--- src/rtl/mem_stage_lsu.sv ---
// mem_stage_lsu: RV32I MEM stage with ready/rvalid data bus; `define MEM_MISALIGN_TRAP_EN to trap misaligned accesses
module mem_stage_lsu #(
  parameter int unsigned MAX_WAIT = 255
) (
  input  logic        clk,
  input  logic        rst,
  input  logic        ex_valid,
  input  logic [31:0] ex_alu_out,
  input  logic [31:0] ex_store_data,
  input  logic        ex_mem_read,
  input  logic        ex_mem_write,
  input  logic [2:0]  ex_funct3,
  input  logic [4:0]  ex_rd,
  input  logic        ex_reg_write,
  output logic        mem_stall,
  output logic        dmem_req,
  output logic        dmem_we,
  output logic [31:0] dmem_addr,
  output logic [31:0] dmem_wdata,
  output logic [3:0]  dmem_wstrb,
  input  logic        dmem_ready,
  input  logic        dmem_rvalid,
  input  logic [31:0] dmem_rdata,
  output logic        wb_valid,
  output logic [31:0] wb_data,
  output logic [4:0]  wb_rd,
  output logic        wb_reg_write,
  output logic        bus_err,
  output logic        misalign_exc
);
  typedef enum logic [1:0] {IDLE, REQ, RESP} state_t;
`ifdef MEM_MISALIGN_TRAP_EN
  localparam bit TRAP = 1'b1;
`else
  localparam bit TRAP = 1'b0;
`endif
  localparam logic [7:0] MW = 8'(MAX_WAIT);
  state_t      state;
  logic [7:0]  cnt;
  logic [1:0]  lane_q;
  logic [2:0]  f3_q;
  logic        rw_q;
  logic        is_mem;
  logic        mis;
  logic        timeout;
  logic [3:0]  st_strb;
  logic [31:0] st_data;
  logic [31:0] byte_sh;
  logic [15:0] half;
  logic [31:0] ld_data;
  assign mem_stall = state != IDLE;
  always_comb begin
    is_mem  = ex_mem_read | ex_mem_write;
    mis     = TRAP & (ex_funct3[1:0] == 2'b01 ? ex_alu_out[0] :
                      ex_funct3[1:0] != 2'b00 && ex_alu_out[1:0] != 2'b00);
    st_strb = ex_funct3[1:0] == 2'b00 ? 4'b0001 << ex_alu_out[1:0] :
              ex_funct3[1:0] == 2'b01 ? 4'b0011 << {ex_alu_out[1], 1'b0} : 4'hf;
    st_data = ex_funct3[1:0] == 2'b00 ? {4{ex_store_data[7:0]}} :
              ex_funct3[1:0] == 2'b01 ? {2{ex_store_data[15:0]}} : ex_store_data;
    byte_sh = dmem_rdata >> {lane_q, 3'b000};
    half    = lane_q[1] ? dmem_rdata[31:16] : dmem_rdata[15:0];
    ld_data = f3_q[1:0] == 2'b00 ? {{24{~f3_q[2] & byte_sh[7]}}, byte_sh[7:0]} :
              f3_q[1:0] == 2'b01 ? {{16{~f3_q[2] & half[15]}}, half} : dmem_rdata;
    timeout = cnt + 8'd1 == MW;
  end
  always_ff @(posedge clk) begin
    if (rst) begin
      state        <= IDLE;
      cnt          <= '0;
      lane_q       <= '0;
      f3_q         <= '0;
      rw_q         <= 1'b0;
      dmem_req     <= 1'b0;
      dmem_we      <= 1'b0;
      dmem_addr    <= '0;
      dmem_wdata   <= '0;
      dmem_wstrb   <= '0;
      wb_valid     <= 1'b0;
      wb_data      <= '0;
      wb_rd        <= '0;
      wb_reg_write <= 1'b0;
      bus_err      <= 1'b0;
      misalign_exc <= 1'b0;
    end else begin
      wb_valid     <= 1'b0;
      bus_err      <= 1'b0;
      misalign_exc <= 1'b0;
      case (state)
        IDLE: if (ex_valid) begin
          wb_rd <= ex_rd;
          if (!is_mem || mis) begin
            wb_valid     <= 1'b1;
            wb_data      <= ex_alu_out;
            wb_reg_write <= ex_reg_write & !is_mem;
            misalign_exc <= is_mem;
          end else begin
            state      <= REQ;
            cnt        <= '0;
            lane_q     <= ex_alu_out[1:0];
            f3_q       <= ex_funct3;
            rw_q       <= ex_reg_write;
            dmem_req   <= 1'b1;
            dmem_we    <= ex_mem_write;
            dmem_addr  <= {ex_alu_out[31:2], 2'b00};
            dmem_wdata <= ex_mem_write ? st_data : '0;
            dmem_wstrb <= ex_mem_write ? st_strb : 4'h0;
          end
        end
        REQ: begin
          cnt <= cnt + 8'd1;
          if (dmem_ready) begin
            dmem_req <= 1'b0;
            state    <= dmem_we ? IDLE : RESP;
            if (dmem_we) begin
              wb_valid     <= 1'b1;
              wb_reg_write <= 1'b0;
            end
          end else if (timeout) begin
            dmem_req     <= 1'b0;
            state        <= IDLE;
            bus_err      <= 1'b1;
            wb_valid     <= 1'b1;
            wb_reg_write <= 1'b0;
          end
        end
        RESP: begin
          cnt <= cnt + 8'd1;
          if (dmem_rvalid || timeout) begin
            state        <= IDLE;
            wb_valid     <= 1'b1;
            bus_err      <= !dmem_rvalid;
            wb_reg_write <= dmem_rvalid & rw_q;
            if (dmem_rvalid) wb_data <= ld_data;
          end
        end
        default: state <= IDLE;
      endcase
    end
  end
endmodule
--- config.mk ---
export PLATFORM = sky130hd
export DESIGN_NAME = mem_stage_lsu
export DESIGN_NICKNAME = d
export VERILOG_FILES = /design/src/rtl/mem_stage_lsu.sv
export SDC_FILE = /design/constraint.sdc
export NUM_CORES = 1
export LEC_CHECK = 0
export ABC_AREA = 0
export CAP_MARGIN = 5
export CORE_MARGIN = 10
export CORE_UTILIZATION = 40
export DETAILED_ROUTE_END_ITERATION = 8
export GPL_TIMING_DRIVEN = 1
export PLACE_DENSITY = 0.84
export SLEW_MARGIN = 15
export SYNTH_ARGS = -nofsm -noshare
export SYNTH_HDL_FRONTEND = slang
export SYNTH_SLANG_ARGS = --single-unit
--- constraint.sdc ---
create_clock -name clk -period 4.45 [get_ports clk]
set_input_delay 0.89 -clock clk [delete_from_list [all_inputs] [get_ports clk]]
set_output_delay 0.89 -clock clk [all_outputs]
set_load 0.03 [all_outputs]
==> Yosys cells after proc, flatten, opt, wreduce, memory -nomap -nowiden <==
Cells that the tools add are included.
{ "totals": {"regBits": 124, "input_bits": 112, "out_inout_bits": 112, "wordCells": 101} }
{ "op_classes": {"addsub": 1, "n_eq_ne": 12, "shift": 3, "muxes": 45, "bitwise": 6, "n_reduce_logical": 19} }
{ "op_table": {"columns": ["op", "n"], "rows": [
  ["2-to-1 mux 32 bit", 9],
  ["one-hot mux 32 bit (2 select lines)", 1],
  [">> shifter 32 x 5 -> 8 bit", 1],
  ["2-to-1 mux 1 bit", 17],
  ["2-to-1 mux 16 bit", 1],
  ["2-to-1 mux 8 bit", 2],
  ["one-hot mux 8 bit (2 select lines)", 1],
  ["2-to-1 mux 2 bit", 6],
  ["2-to-1 mux 4 bit", 3],
  ["!= test 2 bit, second input constant", 5],
  ["adder 8 x 1 -> 8 bit, second input constant", 1],
  ["equality test 8 bit, second input constant", 1],
  ["AND reduction 4 bit", 2],
  ["nonzero test 2 bit", 4],
  ["equality test 2 x 1 -> 1 bit, second input constant", 3],
  ["logical NOT 2 bit", 3],
  ["!= test 3 bit, second input constant", 2],
  ["one-hot mux 1 bit (3 select lines)", 2],
  ["one-hot mux 2 bit (3 select lines)", 1],
  ["AND reduction 3 bit", 2],
  ["AND reduction 6 bit", 1],
  ["AND reduction 5 bit", 1],
  ["bitwise AND 1 bit", 4],
  ["one-hot mux 1 bit (2 select lines)", 2],
  ["10 further kinds", 11]
]} }

==> Depth between registers and ports, before layout <==
Gate-level depths: netlist of run 1.
{ "depth": {"word_depth": 7, "depth_mapped": 9} }

==> Worst setup path before layout of run 1 <==
Ideal clock, no wire load.
{ "synth_timing": {"kind": "input to register", "start": "input port ex_valid", "end": "register wb_data[30]", "arrival_ns": 2.303, "t_required_ns": 4.311, "slack_ns": 2.007, "cell_stages": 7, "path_buffers": 2, "cell_sequence": "buf_2 or3b_1 nand2_1 o211ai_1 nor3_2 buf_2 a221oi_1"} }
{ "synth_between": {"elab_chain_cells": 2} }
{ "synth_lines": {"columns": ["item", "line_no", "rtl"], "rows": [
  ["from (decl)", "7", "input logic ex_valid,"],
  ["!= test 2 bit (no source line)", null, null],
  ["AND reduction 5 bit (no source line)", null, null],
  ["to (signal assigned)", "93", "wb_data <= ex_alu_out;"],
  ["to (signal assigned)", "133", "if (dmem_rvalid) wb_data <= ld_data;"],
  ["to (decl)", "25", "output logic [31:0] wb_data,"]
]} }
No other way between the ends.
A chain may end at the register's enable or synchronous reset.

==> Worst setup path after layout of run 1 <==
{ "layout_timing": {"start": "register state[0]", "end": "output port mem_stall"} }
{ "layout_between": {"elab_chain_cells": 1} }
{ "layout_lines": {"columns": ["item", "line_no", "rtl"], "rows": [
  ["from (decl)", "38", "state_t state;"],
  ["from (signal assigned)", "113", "state <= dmem_we ? IDLE : RESP;"],
  ["nonzero test 2 bit", "51", "assign mem_stall = state != IDLE;"],
  ["to (decl)", "15", "output logic mem_stall,"]
]} }
No other way between the ends.

==> results.toml, run 1 <==
[yosys]
synth.distinct_cells = 54
yosysTopAreaCellShare_pct = 41.3
yosys-top-cells-count = "170 x nand2_1, 124 x dfxtp_1, 88 x a21oi_1, 73 x nor2_1, 50 x clkbuf_1"
netlist_instances = 763
synth_edf_count = 0
synth_top_flop_cell = "dfxtp_1"
synth.area.top_cells = "dfxtp_1 41%, nand2_1 11%, a21oi_1 7.3%"
yosysSeqAreaShare_pct = 41.3
syn_area_mm2 = 0.00601
async_flop_share_pct = 0
synth_warnings = 0
synth.most_common_cell = "nand2_1"
synth.largest_area_cell = "dfxtp_1"
ys_ff_latch = 124
avgSynthCellArea_um2 = 7.87

[floorplanning]
core_mm2 = 0.0146
rows = 44
start_util_pct = 41.0
dieArea_mm2 = 0.0203
die_h_um = 143
fp.dieW_um = 143
num_io_pins = 224

[grt]
grt_pass1_wl_mm = 34.2
antenna_found_initial = 1
grt_util_all_layers_pct = 21.2
grt-ovfl-total = 0
grt_pass1_vias = 6190
grt_max_degree = 86

[detailed_routing]
dr.pass1.iters = 6
viasPerCell = 5.67
drt-initial-drc-count = 570
ant_nets = 0
routed_wirelength_mm = 22.5
drc_errors = 0
avgRoutedWirePerCell_um = 19.7
vias = 6502

[setup_path]
crit_chain = "inv_1 > ha_1 > inv_1 > clkdlybuf4s50_1"
critical_path_class = "reg2out"
crit_path_end_kind = "output port"
path_max_fanout = 15
crit_slowest_cell = "clkdlybuf4s50_1"
start_kind = "register"
critPathRequiredTime_ns = 3.56
cpPeakStageDelay_ns = 0.69
crit_arrival_ns = 2.16
path_common_cell = "inv_1"

[timing]
setup_viol_count_final = 0
worst_slack_ns = 1.40
max_slew.worst_pin.slew_ns = 0.950
relSlewSlack_pct = 36.5
max_freq_ghz = 0.328
hold_viol = 0
period_minus_slack_ns = 3.05
rsz0062_at_grt = "no"
setup-tns-final_ns = 0
min_period_over_period_pct = 68.5
fin_skew_ns = 0.00905
slew_viol_final = 0

[layout]
fin_cells = 1146
fillers = 1273
fin_util_pct = 60.2
syn_to_final_growth_pct = 46.7
multi_input_area_mm2 = 0.00324
seq_area_mm2 = 0.00248
drive_gt1_share_pct = 6.55
fin_nets = 1069
n_antenna_cell = 0

[placement]
port_buffers = 220
dp_hpwl_mm = 16.3
dp_worst_setup_slack_ns = 1.14
gp_congestion = 0.885
post-place-cells = 1116

[power]
cellPowerDensity_mw_per_mm2 = 410
finalPower_mw = 3.61
sequentialPowerShare_pct = 35.6
p_sw_mw = 1.17
leakage_nw = 3.18
p_comb_share_pct = 28.4
p_int_mw = 2.44
netSwitchingFraction_pct = 32.3
pwr-share-clk_pct = 36.0
vdd_drop_max_v = 0.000277

[min_path]
hold_path_class = "reg2reg"

[clocking]
cts_tree = "yes"
clk_pin_slew_ns = 0.05
numCtsBuffers = 17
cts_buffer_depth = 2
cts-resized-gates = 0
clkLatencyLatePin_ns = 0.42
cts.sinks = 124
root_buffer = "clkbuf_16"
cts_setup_buffers = 0
cts_max_level = 4
cts_hold_buf = 0

[flow_run]
max_cap_violations = 0

[run_status]
status = "complete, no violations"
-- critical path: cells and delay by family, from the launching register on --
kind,cells,cell delay [ns]
DFF,1,0.38
buffers and inverters,3,0.97
adders and majority gates,1,0.38
-- cells by family (layout without fill, tap and decap cells) --
logic type / Yosys count / after routing / synth area share (%)
and+or+nand+nor: 294 / 294 / 21.0
buffers and inverters: 74 / 271 / 5.06
other: 1 / 3 / 0.0624
muxes: 25 / 25 / 5.83
DFF: 124 / 124 / 41.3
AOI/OAI and AO/OA: 239 / 239 / 25.5
adders and majority gates: 6 / 6 / 1.25
-- sequential cells by signal (all words and copies together), names as in the netlist, 2 cells and up --
register,flops
cnt,8
dmem_wdata,32
lane_q,2
wb_rd,5
dmem_wstrb,4
dmem_addr,30
f3_q,3
state,2
wb_data,32
-- layer usage --
layer | vias up | wire [um] | GRT usage, %
li1 | 3095 | - | -
met1 | 3018 | 8910 | 24.7
met2 | 357 | 10300 | 34.0
met3 | 30 | 2810 | 9.28
met4 | 2 | 456 | 7.49
met5 | - | 18 | 0
-- per-stage QoR --
stage	hold slack (ns)	area (um^2)
global placement	0.439	8260
global route	0.476	8810
finish	0.450	8810
floorplan	0.432	6020
CTS	0.454	8810
detailed placement	0.443	8260
-- power by group through the flow --
stage / clock [mW] / sequential [mW] / combinational [mW]
after CTS: 1.32 / 1.29 / 1.03
final: 1.30 / 1.29 / 1.02
after floorplan: 0 / 1.48 / 0.411
after global placement: 0 / 1.31 / 1.01
after global routing: 1.37 / 1.30 / 1.10
after detailed placement: 0 / 1.31 / 1.02
-- cell type report --
| type | count | area share, % |
|---|---|---|
| Multi-Input combinational cell | 567 | 36.7 |
| Timing Repair Buffer | 229 | 25.7 |
| Sequential cell | 124 | 28.2 |
| Clock inverter | 8 | 0.767 |
| Tap cell | 184 | 2.61 |
| Inverter | 12 | 0.511 |
| Clock buffer | 22 | 5.49 |
-- worst paths after layout --
| kind | start | to | slack (ns) | cells past startpoint |
|---|---|---|---|---|
| worst min register to register | dmem_wstrb[3]$_SDFFE_PP0P_ | dmem_wstrb[3]$_SDFFE_PP0P_ | 0.45 | 2 |
| worst max register to register | state[0]$_SDFFE_PP0P_ | dmem_wdata[30]$_SDFFE_PP0P_ | 1.70 | 7 |
| worst max-delay path | state[0]$_SDFFE_PP0P_ | mem_stall | 1.40 | 4 |
| worst min-delay path | dmem_wstrb[3]$_SDFFE_PP0P_ | dmem_wstrb[3]$_SDFFE_PP0P_ | 0.45 | 2 |
-- placed cells by master (no fill, tap or decap), drive strengths merged, types with 12 or more instances in the layout --
| cell type | synthesis | layout |
|---|---|---|
| a21oi | 88 | 88 |
| a221oi | 17 | 17 |
| a22oi | 34 | 34 |
| clkbuf | 51 | 22 |
| clkdlybuf4s50 | 0 | 219 |
| dfxtp | 124 | 124 |
| inv | 12 | 12 |
| mux2i | 17 | 17 |
| nand2 | 170 | 170 |
| nor2 | 73 | 73 |
| o211ai | 12 | 12 |
| o21ai | 43 | 43 |
Power figures use the tool's default switching activity.
==> run 2, diff against run 1 <==
Settings changed: PLACE_DENSITY 0.84 to 0.87.
Clock period 4.45 ns to 2.5 ns, I/O delays scaled along.
==> run 2 against run 1 <==
Compared with the run above: global-route usage is 1.1 points higher; worst hold slack better by 0.0025 ns; final area is 3.9% higher; register-to-register slack worse by 1.4 ns; combinational power is 89% higher; total power is 98% higher; sequential share of layout area is 1.1 points lower; highest routed layer is now met4.
==> results.toml, run 2 (same netlist as run 1, synthesis figures left out) <==
[run_status]
status = "complete, no violations"

[timing]
fin_skew_ns = 0.00629
slew_viol_final = 0
max_freq_ghz = 0.460
setup_viol_count_final = 0
relSlewSlack_pct = 64.5
hold_viol = 0
min_period_over_period_pct = 87.0
period_minus_slack_ns = 2.17
max_slew.worst_pin.slew_ns = 0.532
rsz0062_at_grt = "no"
setup-tns-final_ns = 0

[grt]
grt_pass1_wl_mm = 35.9
grt_max_degree = 50
grt_pass1_vias = 6665
antenna_found_initial = 1
grt-ovfl-total = 0
grt_util_all_layers_pct = 22.3

[detailed_routing]
vias = 6764
viasPerCell = 5.77
avgRoutedWirePerCell_um = 20.2
drc_errors = 0
dr.pass1.iters = 5
drt-initial-drc-count = 466
ant_nets = 0
routed_wirelength_mm = 23.7

[clocking]
cts_max_level = 4
clkLatencyLatePin_ns = 0.42
cts_setup_buffers = 0
cts.sinks = 124
cts_hold_buf = 0
numCtsBuffers = 17
clk_pin_slew_ns = 0.06
cts_buffer_depth = 2
root_buffer = "clkbuf_16"
cts_tree = "yes"

[power]
sequentialPowerShare_pct = 32.0
cellPowerDensity_mw_per_mm2 = 779
netSwitchingFraction_pct = 30.8
p_int_mw = 4.94
pwr-share-clk_pct = 40.9
vdd_drop_max_v = 0.000453
p_sw_mw = 2.20
p_comb_share_pct = 27.1
finalPower_mw = 7.13
leakage_nw = 3.37

[layout]
syn_to_final_growth_pct = 52.4
fillers = 1191
final_cell_mix = "218 x clkdlybuf4s50_1, 170 x nand2_1, 124 x dfxtp_1"
top_regs = "dmem_wdata: 32 flops, wb_data: 32 flops, dmem_addr: 30 flops"
fin_cells = 1173
final_common_cell = "clkdlybuf4s50_1"
drive_gt1_share_pct = 9.10
n_antenna_cell = 0
fin_nets = 1094
fin_area_mm2 = 0.00916

[setup_path]
r2r-start = "state[0]$_SDFFE_PP0P_"
crit_arrival_ns = 2.48
path_max_fanout = 24
critical_path_class = "reg2reg"
critPathRequiredTime_ns = 2.81
crit_start = "state[0]$_SDFFE_PP0P_"
start_kind = "register"
crit_path_end_kind = "register"

[floorplanning]
rows = 44
num_io_pins = 224
start_util_pct = 41.0
dieArea_mm2 = 0.0203
die_h_um = 143
core_mm2 = 0.0146
fp.dieW_um = 143

[placement]
port_buffers = 220
post_dp_cell_area_mm2 = 0.00846
dp_hpwl_mm = 17.5
post-place-cells = 1141
gp_congestion = 0.955

[min_path]
hold_path_class = "reg2reg"
hp-start = "dmem_addr[21]$_SDFFE_PP0P_"

[flow_run]
max_cap_violations = 0
==> run 2: power by group through the flow <==
stage	combinational, mW	clock [mW]	sequential [mW]
detailed placement	1.91	0	2.32
global placement	1.88	0	2.32
global route	2.06	3.03	2.30
finish	1.93	2.92	2.28
CTS	1.93	2.93	2.28
floorplan	0.731	0	2.63
==> run 2: metal layers <==
| metal | GRT usage [%] | part of all wire [%] | vias up |
|---|---|---|---|
| met1 | 24.5 | 38 | 3140 |
| met5 | 0 | 0 | - |
| met2 | 35.7 | 45 | 407 |
| li1 | - | - | 3147 |
| met4 | 10.5 | 3.8 | 0 |
| met3 | 10.5 | 13 | 70 |
==> run 2: layout make-up <==
type | count | area [um^2] | share of cell area [%]
Multi-Input combinational cell | 567 | 3240 | 35.3
Sequential cell | 124 | 2480 | 27.1
Timing Repair Buffer | 254 | 2470 | 27.0
Clock buffer | 18 | 429 | 4.69
Clock inverter | 14 | 264 | 2.88
Tap cell | 184 | 230 | 2.51
Inverter | 12 | 45.0 | 0.492
==> run 2: final timing paths <==
check	cells after the start	slack, ns	to
setup / recovery	8	0.33	wb_data[27]$_SDFFE_PP0P_
hold / removal	2	0.45	dmem_addr[21]$_SDFFE_PP0P_
setup reg to reg	8	0.33	wb_data[27]$_SDFFE_PP0P_
hold reg to reg	2	0.45	dmem_addr[21]$_SDFFE_PP0P_
==> run 2: what timing repair did <==
action | 4_1_cts | 5_1_grt
endpoints found under the setup margin | 0 | 1
hold endpoints to repair | 0 | 0
gates resized for setup | 0 | 1
==> run 2: critical path: stages, from the launching register on <==
cell,delay (ns)
dfxtp_1,0.38
inv_1,0.09
ha_1,0.21
buf_4,0.19
o211ai_1,0.18
buf_4,0.23
buf_4,0.31
nand2_1,0.11
a221oi_1,0.33
==> run 2: per-stage QoR <==
step | setup slack (ns) | hold slack (ns) | util [%]
after floorplan | 0.447 | 0.432 | -
after global placement | 0.0553 | 0.441 | 57.8
after detailed placement | 0.0418 | 0.445 | 57.8
after CTS | 0.0669 | 0.455 | 62.5
after global routing | 0.130 | 0.471 | 62.5
final | 0.326 | 0.453 | 62.5
==> run 3, diff against run 2 <==
Settings changed: CTS_CLUSTER_DIAMETER from default to 30, HOLD_SLACK_MARGIN from default to 0.08, PLACE_DENSITY 0.87 to 0.84.
Clock period 2.5 ns to 2.3 ns, I/O delays scaled along.
==> run 3 against run 2 <==
Compared with the run above: clock power decreased by 13%; die area unchanged; setup slack got worse by 0.14 ns; clock-buffer cell count increased by 3; final area decreased by 0.70%; critical path type is now in2reg; critical endpoint is now wb_data[11]$_SDFFE_PP0P_; largest cell class unchanged.
==> results.toml, run 3 (same netlist as run 1, synthesis figures left out) <==
[timing]
slew_viol_final = 0
fin_hold_ws_ns = 0.407
worst_slack_ns = 0.187
min_period_over_period_pct = 91.9
rsz0062_at_grt = "no"
period_minus_slack_ns = 2.11
max_freq_ghz = 0.473
fin_skew_ns = 0.00767
setup_viol_count_final = 0
hold_viol = 0
relSlewSlack_pct = 62.3
max_slew.worst_pin.slew_ns = 0.564

[clocking]
cts_hold_buf = 0
cts_max_level = 4
cts_tree = "yes"
root_buffer = "clkbuf_16"
clk_pin_slew_ns = 0.05
clkLatencyLatePin_ns = 0.42
numCtsBuffers = 17
cts.sinks = 124
cts_setup_buffers = 0
cts_buffer_depth = 2

[flow_run]
max_cap_violations = 0

[layout]
final_common_cell = "clkdlybuf4s50_1"
syn_to_final_growth_pct = 51.4
fin_nets = 1100
fin_cells = 1178
drive_gt1_share_pct = 9.56
n_antenna_cell = 0
top_regs = "dmem_wdata: 32 flops, wb_data: 32 flops, dmem_addr: 30 flops"
final_cell_mix = "218 x clkdlybuf4s50_1, 170 x nand2_1, 124 x dfxtp_1"

[grt]
antenna_found_initial = 0
grt-ovfl-total = 0
grt_pass1_vias = 6659
grt_pass1_wl_mm = 35.7
grt_util_all_layers_pct = 22.2
grt_max_degree = 39

[setup_path]
crit_arrival_ns = 2.47
reg2reg_depth = 8
path_max_fanout = 15
critPathRequiredTime_ns = 2.66
critical_path_class = "in2reg"
start_kind = "primary input"
crit_path_end_kind = "register"

[power]
leakage_nw = 3.33
vdd_drop_max_v = 0.000652
cellPowerDensity_mw_per_mm2 = 787

[floorplanning]
dieArea_mm2 = 0.0203
num_io_pins = 224
core_mm2 = 0.0146
rows = 44
die_h_um = 143
start_util_pct = 41.0
fp.dieW_um = 143

[detailed_routing]
vias = 6744
routed_wirelength_mm = 23.4
dr.pass1.iters = 5
avgRoutedWirePerCell_um = 19.9
drt-initial-drc-count = 631
viasPerCell = 5.72
ant_nets = 0
drc_errors = 0

[placement]
gp_congestion = 0.910
post-place-cells = 1147
port_buffers = 220
dp_hpwl_mm = 17.4
dp_worst_setup_slack_ns = -0.183

[min_path]
hold_path_class = "in2reg"
hold_path_depth = 2

[run_status]
status = "complete, no violations"
-- run 3: what timing repair did --
item	CTS	global route
hold endpoints to repair	0	0
resized for setup	1	1
setup endpoints to repair	1	1
-- run 3: worst paths after layout --
| path | end | from | slack [ns] |
|---|---|---|---|
| worst min-delay path | dmem_wdata[23]$_SDFFE_PP0P_ | rst | 0.41 |
| worst max register to register | wb_data[30]$_SDFFE_PP0P_ | state[0]$_SDFFE_PP0P_ | 0.23 |
| worst min register to register | dmem_addr[17]$_SDFFE_PP0P_ | dmem_addr[17]$_SDFFE_PP0P_ | 0.45 |
| worst max-delay path | wb_data[11]$_SDFFE_PP0P_ | ex_mem_write | 0.19 |
-- run 3: power by group --
part	internal [mW]	switching (mW)
logic	0.898	1.23
registers	2.35	0.131
clock network	1.56	0.983
total	4.81	2.34
-- run 3: routing by layer --
layer / wire length [um] / vias up / track usage (%)
met5: 0 / - / 0
met4: 589 / 0 / 8.85
met3: 3000 / 45 / 9.45
met2: 10800 / 389 / 36.3
met1: 8990 / 3153 / 25.1
li1: - / 3157 / -
-- run 3: worst max-delay path, cell delays in order --
cell and delay (ns):
clkdlybuf4s50_1 0.46, or3b_1 0.44, nand2_1 0.11, o211ai_1 0.15, buf_4 0.24, a2111oi_1 0.43, a31o_2 0.18
-- run 3: final cells by class --
type / count / area [um^2]
Tap cell: 184 / 230
Multi-Input combinational cell: 567 / 3240
Clock buffer: 21 / 470
Clock inverter: 10 / 91.3
Timing Repair Buffer: 260 / 2540
Inverter: 12 / 45.0
Sequential cell: 124 / 2480
Fill cell: 1280 / 5550
-- run 3: stage by stage --
stage,utilization (%),total power [mW],TNS [ns],cell area (um^2)
after floorplan,-,3.65,0,6020
after global placement,58.3,4.61,-2.76,8530
after detailed placement,58.3,4.64,-3.54,8530
after CTS,62.1,7.19,0,9090
after global routing,62.1,7.44,0,9090
final,62.1,7.15,0,9090
